### src/rtl/mem_arbiter.sv
// Two-port (I/D cache) arbiter onto a single memory port with an IDLE/MEM/DONE FSM.
// Optional MEM_ARB_ROUND_ROBIN_EN: fair grant on contention instead of fixed D priority.
module mem_arbiter #(
    parameter int ADDR_WIDTH = 32,
    parameter int DATA_WIDTH = 32
) (
    input  logic                  clk_i,
    input  logic                  rst_ni,
    input  logic                  i_req_i,
    input  logic                  i_wen_i,
    input  logic [ADDR_WIDTH-1:0] i_addr_i,
    input  logic [DATA_WIDTH-1:0] i_wdata_i,
    output logic [DATA_WIDTH-1:0] i_rdata_o,
    output logic                  i_ready_o,
    input  logic                  d_req_i,
    input  logic                  d_wen_i,
    input  logic [ADDR_WIDTH-1:0] d_addr_i,
    input  logic [DATA_WIDTH-1:0] d_wdata_i,
    output logic [DATA_WIDTH-1:0] d_rdata_o,
    output logic                  d_ready_o,
    output logic                  mem_req_o,
    output logic                  mem_wen_o,
    output logic [ADDR_WIDTH-1:0] mem_addr_o,
    output logic [DATA_WIDTH-1:0] mem_wdata_o,
    input  logic [DATA_WIDTH-1:0] mem_rdata_i,
    input  logic                  mem_ready_i
);

    typedef enum logic [1:0] {IDLE, MEM, DONE} state_e;

    state_e                state_q, state_d;
    logic                  own_q, own_d;  // 1 = data port
    logic                  wen_q, wen_d;
    logic [ADDR_WIDTH-1:0] addr_q, addr_d;
    logic [DATA_WIDTH-1:0] wdata_q, wdata_d;
    logic [DATA_WIDTH-1:0] i_rdata_q, i_rdata_d;
    logic [DATA_WIDTH-1:0] d_rdata_q, d_rdata_d;
    logic                  gnt_d;

`ifdef MEM_ARB_ROUND_ROBIN_EN
    logic last_q, last_d;
    assign gnt_d = d_req_i & (~i_req_i | ~last_q);
`else
    assign gnt_d = d_req_i;
`endif

    always_comb begin
        state_d   = state_q;
        own_d     = own_q;
        wen_d     = wen_q;
        addr_d    = addr_q;
        wdata_d   = wdata_q;
        i_rdata_d = i_rdata_q;
        d_rdata_d = d_rdata_q;
`ifdef MEM_ARB_ROUND_ROBIN_EN
        last_d    = last_q;
`endif
        unique case (state_q)
            IDLE: begin
                if (i_req_i || d_req_i) begin
                    state_d = MEM;
                    own_d   = gnt_d;
                    wen_d   = gnt_d ? d_wen_i : i_wen_i;
                    addr_d  = gnt_d ? d_addr_i : i_addr_i;
                    wdata_d = gnt_d ? d_wdata_i : i_wdata_i;
`ifdef MEM_ARB_ROUND_ROBIN_EN
                    last_d  = gnt_d;
`endif
                end
            end
            MEM: begin
                if (mem_ready_i) begin
                    state_d = DONE;
                    if (!wen_q) begin
                        if (own_q) d_rdata_d = mem_rdata_i;
                        else       i_rdata_d = mem_rdata_i;
                    end
                end
            end
            DONE:    state_d = IDLE;
            default: state_d = IDLE;
        endcase
    end

    always_ff @(posedge clk_i or negedge rst_ni) begin
        if (!rst_ni) begin
            state_q   <= IDLE;
            own_q     <= 1'b0;
            wen_q     <= 1'b0;
            addr_q    <= '0;
            wdata_q   <= '0;
            i_rdata_q <= '0;
            d_rdata_q <= '0;
`ifdef MEM_ARB_ROUND_ROBIN_EN
            last_q    <= 1'b0;
`endif
        end else begin
            state_q   <= state_d;
            own_q     <= own_d;
            wen_q     <= wen_d;
            addr_q    <= addr_d;
            wdata_q   <= wdata_d;
            i_rdata_q <= i_rdata_d;
            d_rdata_q <= d_rdata_d;
`ifdef MEM_ARB_ROUND_ROBIN_EN
            last_q    <= last_d;
`endif
        end
    end

    assign mem_req_o   = (state_q == MEM);
    assign mem_wen_o   = (state_q == MEM) & wen_q;
    assign mem_addr_o  = addr_q;
    assign mem_wdata_o = wdata_q;
    assign i_ready_o   = (state_q == DONE) & ~own_q;
    assign d_ready_o   = (state_q == DONE) & own_q;
    assign i_rdata_o   = i_rdata_q;
    assign d_rdata_o   = d_rdata_q;

endmodule

### config.mk
export PLATFORM = sky130hd
export DESIGN_NAME = mem_arbiter
export DESIGN_NICKNAME = d
export VERILOG_FILES = /design/src/rtl/mem_arbiter.sv
export SDC_FILE = /design/constraint.sdc
export NUM_CORES = 1
export LEC_CHECK = 0
export CORE_MARGIN = 5
export CORE_UTILIZATION = 30
export DETAILED_ROUTE_END_ITERATION = 7
export GPL_TIMING_DRIVEN = 0
export PLACE_DENSITY = 0.73
export SLEW_MARGIN = 15
export SYNTH_ARGS = -nofsm -noshare
export SYNTH_HDL_FRONTEND = slang
export SYNTH_SLANG_ARGS = --single-unit
### constraint.sdc
create_clock -name clk_i -period 2.37 [get_ports clk_i]
set_clock_uncertainty 0.1 [all_clocks]
set_input_delay 0.237 -clock clk_i [delete_from_list [all_inputs] [get_ports clk_i]]
set_output_delay 0.237 -clock clk_i [all_outputs]
set_load 0.01 [all_outputs]
=== Word-level counts from Yosys, hierarchy flattened ===
Index checks and enable logic that the tools add are counted.

* Flip-flop bits (word level): 132
* Input bits: 167
* Output and inout bits: 132
* Logic and storage cells: 28

* Equality and inequality tests: 4
* Multiplexer cells: 6
* Bitwise gates (word level): 5
* Reductions and logical operators: 6

{| class="wikitable"
|+ Operators by type and width
! cell !! number
|-
| two-way mux 32 bit || 2
|-
| AND reduction 4 bit || 2
|-
| two-way mux 2 bit || 2
|-
| case mux 2 bit (2 select lines) || 1
|-
| AND reduction 2 bit || 2
|-
| AND 1 bit || 3
|-
| == test 2 x 1 -> 1 bit (second input constant) || 1
|-
| == test 2 bit (second input constant) || 1
|-
| zero test 2 bit || 1
|-
| != test 2 x 1 -> 1 bit (second input constant) || 1
|-
| != test 2 bit (second input constant) || 1
|-
| NOT 1 bit || 2
|-
| logical OR 1 bit || 1
|-
| two-way mux 1 bit || 1
|}

=== Logic depth before layout (Yosys ltp) ===
Gate-level depths: netlist of run 1.

* Depth after elaboration: 3
* Mapped depth: 5
* Depth with buffers taken out: 3

=== Least setup slack after synthesis of run 1 ===
Ideal clock, no wire load.

* Path type: register -> register
* From: register state_q[1]
* To: register i_rdata_q[10] (netlist: i_rdata_o[10])
* Setup time: 0.125 ns
* Arrival: 1.525 ns
* Data required time: 2.145 ns
* Setup slack: 0.620 ns
* Cell stages (with the launch flop): 5
* Buffers on the path: 1
* Period minus slack after synthesis: 1.750 ns
* Cell sequence: dfrtp_1 and2b_2 nor4b_4 buf_6 mux2_2

* Longest elaborated chain between the ends: 2

{| class="wikitable"
|+ RTL lines
! element !! RTL line !! text
|-
| start, declared || 31 || <nowiki>state_e state_q, state_d;</nowiki>
|-
| start signal, assigned || 98 || <nowiki>state_q <= state_d;</nowiki>
|-
| == test 2 x 1 -> 1 bit || -- ||
|-
| net mem_req_o || 21 || <nowiki>output logic mem_req_o,</nowiki>
|-
| AND reduction 4 bit (no source line) || -- ||
|-
| end signal, assigned || 103 || <nowiki>i_rdata_q <= i_rdata_d;</nowiki>
|-
| end, declared || 36 || <nowiki>logic [DATA_WIDTH-1:0] i_rdata_q, i_rdata_d;</nowiki>
|}

The timed path passes the listed nets, and every way through them passes these cells.
A chain may end at the register's enable or synchronous reset.

=== Final worst setup path of run 1 ===
* From: register state_q[1]
* To: output port mem_wen_o

* Longest elaborated chain between the ends: 2

{| class="wikitable"
|+ RTL lines
! element !! RTL line !! text
|-
| == test 2 x 1 -> 1 bit || 112 || <nowiki>assign mem_wen_o = (state_q == MEM) & wen_q;</nowiki>
|-
| AND 1 bit || 112 ||
|-
| end, declared || 22 || <nowiki>output logic mem_wen_o,</nowiki>
|}

No other way between the ends.

==> impl_metrics.json, run 1 <==
{
  "drtPass1Iterations": 4,
  "max-vdd-ir-drop_mv": 0.643,
  "grt_pass1_vias": 4861,
  "antenna_found_initial": 0,
  "synth_nets": 525,
  "grt_first_pass_wirelength_mm": 26.4,
  "path_class": "register to output pin",
  "synth_top_area_share_pct": 57.9,
  "ios": 299,
  "rrSetupSlack_ns": 0.37,
  "max_cap_viol_count": 0,
  "regArea_um2": 3300,
  "vias": 4206,
  "rsz0062_at_grt": "false",
  "ys_ff_latch": 132,
  "grt_max_degree": 77,
  "critical_path.endpoint_type": "output pin",
  "die_w_um": 148,
  "switching_share_pct": 29.9,
  "maxSlewViolCount": 0,
  "clk_path_buf_depth": 2,
  "rr_startpoint": "state_q[0]",
  "cts_resized": 0,
  "cts_tree": "yes",
  "wl_met1_mm": 6.30,
  "p_per_area_nw_per_um2": 1240,
  "required_ns": 2.03,
  "worst_pin_slew_ns": 0.915,
  "synthCells": 358,
  "io_buffer_count": 298,
  "hold_ws_ns": 0.262,
  "syn-cell-area_um2": 5710,
  "cp_slowest_cell": "clkdlybuf4s50_1",
  "die-area_um2": 21900,
  "cts_buffers": 17,
  "clock.fmax_mhz": 469,
  "grt-ovfl-total": 0,
  "hold_viol": 0,
  "synth.avg_cell_area_um2": 15.9,
  "cp_cell_sequence": "and2b_2, and2_1, clkdlybuf4s50_1",
  "antenna_left": 0,
  "p_comb_share_pct": 44.8,
  "slew_headroom_pct": 39.0,
  "grtUsageTotal_pct": 15.4,
  "seq_area_frac_synth_pct": 57.9,
  "setup_viol": 0,
  "p_leak_nw": 3.91,
  "stdcell_area_um2": 9600,
  "antenna_cells": 0,
  "placed_cell_area_um2": 9010,
  "outcome": "finished, final reports clean",
  "dr_wl_met3_mm": 1.79,
  "drt-initial-drc-count": 103,
  "path_max_fanout": 6,
  "utilization_pct": 51.3,
  "cpPeakStageDelay_ns": 0.56,
  "drc": 0,
  "dp_hpwl_mm": 13.5,
  "wl_met2_mm": 8.87,
  "drt-total-wl_mm": 17.1,
  "reg2regPathDepth": 4,
  "switchingPower_mw": 3.56,
  "top_layer_used": "met4",
  "fin_nets": 844,
  "clock_power_share_pct": 21.5,
  "drt-wirelength-per-cell_um": 18.6,
  "multi_input_area_um2": 2290,
  "layout_worst_path_cycle_share_pct": 89.9,
  "cts_num_sinks": 132,
  "seqPwrFrac_pct": 33.7,
  "core_um2": 18700,
  "h-tree-depth": 4,
  "cts.clk_slew.worst_paths_ns": 0.06,
  "start_util_pct": 30.5,
  "internal-power_mw": 8.36,
  "syn_to_final_growth_pct": 68.2,
  "yosysUniqueCellTypes": 17,
  "insertion_delay_ns": 0.40,
  "worstSetupStartpointType": "register",
  "vias_per_cell": 4.56,
  "hold_class": "input port to asynchronous set/reset pin",
  "die_h_um": 148,
  "fillers": 1635,
  "drive_gt1_share_pct": 35.3,
  "cp.arrival_ns": 1.79,
  "fin_crit_ns": 2.13,
  "ys_top_cells_by_area": "dfrtp_1, mux2_2, buf_2",
  "cts_root_buf": "clkbuf_16",
  "yosysTopAreaCell": "dfrtp_1",
  "worstReg2RegEnd": "mem_addr_o[2]",
  "num_rows": 50,
  "place.gp.congestion": 0.900,
  "yosysWarnings": 0
}
## cell usage after synthesis
cell and n:
inv_1 1, nor2_1 1, and2_1 2, a21o_1 1, nor3_2 1, buf_2 13, dfrtp_1 132, mux2_1 2
buf_1 2, nor4b_4 1, and3b_1 1, buf_6 3, clkbuf_1 2, nor3b_1 1, nand4b_1 1, mux2_2 193
and2b_2 1
## worst max-delay path, delay by kind of cell, from the launching register on
kind	cells	cell delay, ns
buffers and inverters	1	0.56
flip-flops	1	0.41
AND/OR/NAND/NOR	2	0.42
## worst max-delay path by stage
stage,from,endpoint,slack [ns],cells past startpoint
after floorplan,state_q[1],i_rdata_o[10],0.62,4
after global placement,rst_ni,d_rdata_o[22],-3.98,1
after detailed placement,d_req_i,wen_q,-0.16,4
after CTS,state_q[1],mem_wen_o,0.21,3
after global routing,state_q[1],mem_wen_o,0.16,3
final,state_q[1],mem_wen_o,0.24,3
## registers in the layout (all words and copies together) (netlist names)
name         cells
own_q            1
state_q          2
wen_q            1
d_rdata_o       32
mem_wdata_o     32
i_rdata_o       32
mem_addr_o      32
## cells in the final DEF (no fill, tap or decap), drive strengths merged
| cell type | count |
|---|---|
| nor4b | 1 |
| inv | 3 |
| dlygate4sd3 | 1 |
| nor3 | 1 |
| nand4b | 1 |
| and3b | 1 |
| nor2 | 1 |
| a21o | 1 |
| buf | 20 |
| mux2 | 195 |
| and2b | 1 |
| and2 | 2 |
| dfrtp | 132 |
| clkbuf | 22 |
| clkinv | 5 |
| nor3b | 1 |
| clkdlybuf4s50 | 297 |
| bufinv | 2 |
| clkinvlp | 2 |
## per-layer routing
metal / up-vias / GRT usage (%)
li1: 1928 / -
met1: 2066 / 16.5
met2: 196 / 27.8
met3: 16 / 6.99
met4: 0 / 4.06
met5: - / 0
## power groups by stage
stage,clock [mW],sequential (mW),combinational (mW)
after floorplan,0,4.52,1.72
after detailed placement,0,4.06,5.41
after CTS,2.65,4.04,5.44
final,2.57,4.02,5.33
after global placement,0,3.99,5.32
after global routing,2.74,4.18,5.66
## stage by stage
step | worst slack [ns] | std cells | power (mW) | setup TNS, ns
3_5_place_dp | -0.163 | 891 | 9.47 | -5.80
6_report | 0.240 | 923 | 11.9 | 0
3_3_place_gp | -3.98 | 890 | 9.31 | -529.59
4_1_cts | 0.211 | 923 | 12.1 | 0
2_1_floorplan | 0.620 | 358 | 6.24 | 0
5_1_grt | 0.158 | 923 | 12.6 | 0
## final cells by class
| type | count | share of cell area [%] |
|---|---|---|
| sequential | 132 | 34.4 |
| timing repair buffer | 300 | 31.5 |
| multi-input combinational | 205 | 23.8 |
| clock buffer | 20 | 4.65 |
| tap | 234 | 3.05 |
| clock inverter | 11 | 1.34 |
| buffer | 20 | 1.19 |
| inverter | 1 | 0.0391 |
## kinds of logic (layout without fill, tap and decap cells)
family | count (synthesis) | count (layout) | synth area share (%)
buffers and inverters | 21 | 352 | 2.06
AOI/OAI and AO/OA | 1 | 1 | 0.132
and+or+nand+nor | 9 | 9 | 1.47
muxes | 195 | 195 | 38.5
DFF | 132 | 132 | 57.9
## what timing repair did
| item | 4_1_cts | 5_1_grt |
|---|---|---|
| setup buffers | 0 | 0 |
| endpoints found under the hold margin | 56 | 0 |
| hold buffers | 1 | 0 |
Power figures use the tool's default switching activity.
==> run 2, diff against run 1 <==
- CTS_CLUSTER_DIAMETER: not set -> 40
==> results of run 2 <==
Same layout as run 1: the final DEF is identical, and so are final timing and power.
==> run 3, diff against run 2 <==
- CORE_UTILIZATION: 30 -> 36
- PLACE_DENSITY: 0.73 -> 0.86
- clock period: 2.37 -> 1.8 ns (I/O delays scaled with it)
==> impl_metrics.json, run 3 (same netlist as run 1, synthesis figures left out) <==
{
  "outcome": "finished, final reports clean",
  "io_buffer_count": 298,
  "drt-wirelength-per-cell_um": 18.9,
  "cp_cell_sequence": "and2b_2, nor4b_4, buf_6, buf_8, mux2_2",
  "worstReg2RegEnd": "i_rdata_o[11]",
  "dp_hpwl_mm": 13.6,
  "insertion_delay_ns": 0.40,
  "fin_nets": 849,
  "grt_first_pass_wirelength_mm": 26.0,
  "endpoint": "i_rdata_o[11]",
  "cts_buffers": 17,
  "p_per_area_nw_per_um2": 1630,
  "reg2regPathDepth": 5,
  "clk_path_buf_depth": 2,
  "cp_slowest_cell": "dfrtp_1",
  "critical_path.endpoint_type": "register",
  "syn_to_final_growth_pct": 69.2,
  "cts.clk_slew.worst_paths_ns": 0.06,
  "rsz0062_at_grt": "true",
  "grt-ovfl-total": 0,
  "antenna_found_initial": 0,
  "p_leak_nw": 3.98,
  "cpPeakStageDelay_ns": 0.40,
  "die-area_um2": 18500,
  "path_max_fanout": 10,
  "path_class": "register to register",
  "tns_ns": 0,
  "drc": 0,
  "drtPass1Iterations": 3,
  "antenna_cells": 0,
  "required_ns": 1.99,
  "h-tree-depth": 4,
  "cp.arrival_ns": 1.97,
  "rr_startpoint": "state_q[1]",
  "max_cap_viol_count": 0,
  "drt-initial-drc-count": 68,
  "cts_root_buf": "clkbuf_16",
  "drive_gt1_share_pct": 36.5,
  "path_delay_family": "simple AND/OR/NAND/NOR gates",
  "drt-total-wl_mm": 17.2,
  "cts_tree": "yes",
  "stdcell_area_um2": 9660,
  "die_w_um": 136,
  "maxSlewViolCount": 0,
  "vias_per_cell": 4.60,
  "ios": 299,
  "die_h_um": 136,
  "start_util_pct": 36.3,
  "slew_headroom_pct": 61.3,
  "place.gp.congestion": 0.782,
  "max-vdd-ir-drop_mv": 1.02,
  "setup_viol": 0,
  "hold_viol": 0,
  "hold_class": "input port to asynchronous set/reset pin",
  "layout_commonest_cell": "clkdlybuf4s50_1",
  "antenna_left": 0,
  "crit_buf_inv": 2,
  "clock.fmax_mhz": 562,
  "grt_max_degree": 89,
  "worst_pin_slew_ns": 0.580,
  "fin_crit_ns": 1.78,
  "startpoint": "state_q[1]",
  "grtUsageTotal_pct": 18.5,
  "num_rows": 46,
  "cp_num_cells": 5,
  "rrSetupSlack_ns": 0.02,
  "final_cell_mix": "clkdlybuf4s50_1, mux2_2, dfrtp_1",
  "core_um2": 15700,
  "worstSetupStartpointType": "register",
  "grt_pass1_vias": 4829,
  "vias": 4181,
  "cts_num_sinks": 132,
  "placed_cell_area_um2": 8990,
  "layout_worst_path_cycle_share_pct": 98.9
}
-- run 3: cell count changes in the layout (fill, tap and decap cells not counted), sizes merged, moves of 3 or more --
cell / change
clkdlybuf4s50: -5
clkbuf: +4
buf: +5
clkinv: -3
-- run 3: stage by stage --
stage                     util [%]  hold slack [ns]  cells  setup slack (ns)  power [mW]
after floorplan                  -           -0.216    358            0.0505        8.22
after global placement        57.0            0.368    872             -4.40        12.2
after detailed placement      57.2           0.0329    873            -0.671        12.5
after CTS                     61.2            0.158    907           0.00387        15.9
after global routing          61.5            0.203    909           -0.0493        16.6
final                         61.5            0.159    909            0.0198        15.8
-- run 3: routing by layer --
layer / share of wire, % / up-vias / wire [um] / GRT usage, %
li1: - / 1933 / - / -
met1: 35 / 2026 / 5960 / 18.6
met5: 0 / - / 0 / 0
met2: 52 / 197 / 8910 / 33.2
met4: 2.1 / 0 / 358 / 7.05
met3: 11 / 25 / 1970 / 8.44
-- run 3: layout make-up --
type	instances	area, um2
Clock inverter	8	104
Multi-Input combinational cell	205	2290
Buffer	20	160
Timing Repair Buffer	305	3060
Fill cell	1204	6060
Inverter	1	3.75
Tap cell	216	270
Sequential cell	132	3300
Clock buffer	22	464
-- run 3: report_power, final --
part	leakage, nW	internal (mW)	switching [mW]	total, mW
Sequential	1.57	4.49	0.819	5.31
Clock	0.264	2.09	1.21	3.30
Combinational	2.14	4.55	2.62	7.16
Total	3.98	11.1	4.65	15.8
-- run 3: worst reg2reg max path: cells and delay by family, from the launching register on --
family,cells,cell delay [ns]
flops,1,0.40
simple gates,2,0.49
mux,1,0.35
buf+inv,2,0.33
-- run 3: worst min path at each step --
stage	start	endpoint	slack [ns]	depth (start not counted)
floorplan	rst_ni	d_rdata_o[0]	-0.22	0
global placement	i_rdata_o[6]	i_rdata_o[6]	0.37	1
detailed placement	rst_ni	d_rdata_o[4]	0.03	1
CTS	rst_ni	d_rdata_o[4]	0.16	2
global route	rst_ni	d_rdata_o[9]	0.20	2
finish	rst_ni	d_rdata_o[4]	0.16	2
-- run 3: repair_timing --
item                                    CTS  global route
endpoints found under the setup margin  113            94
setup buffers                             3             2
pin swaps                                 1             1
hold buffers                              1             0
gates resized for setup                  17            12
hold endpoints to repair                 44             0
gates cloned                              0             0
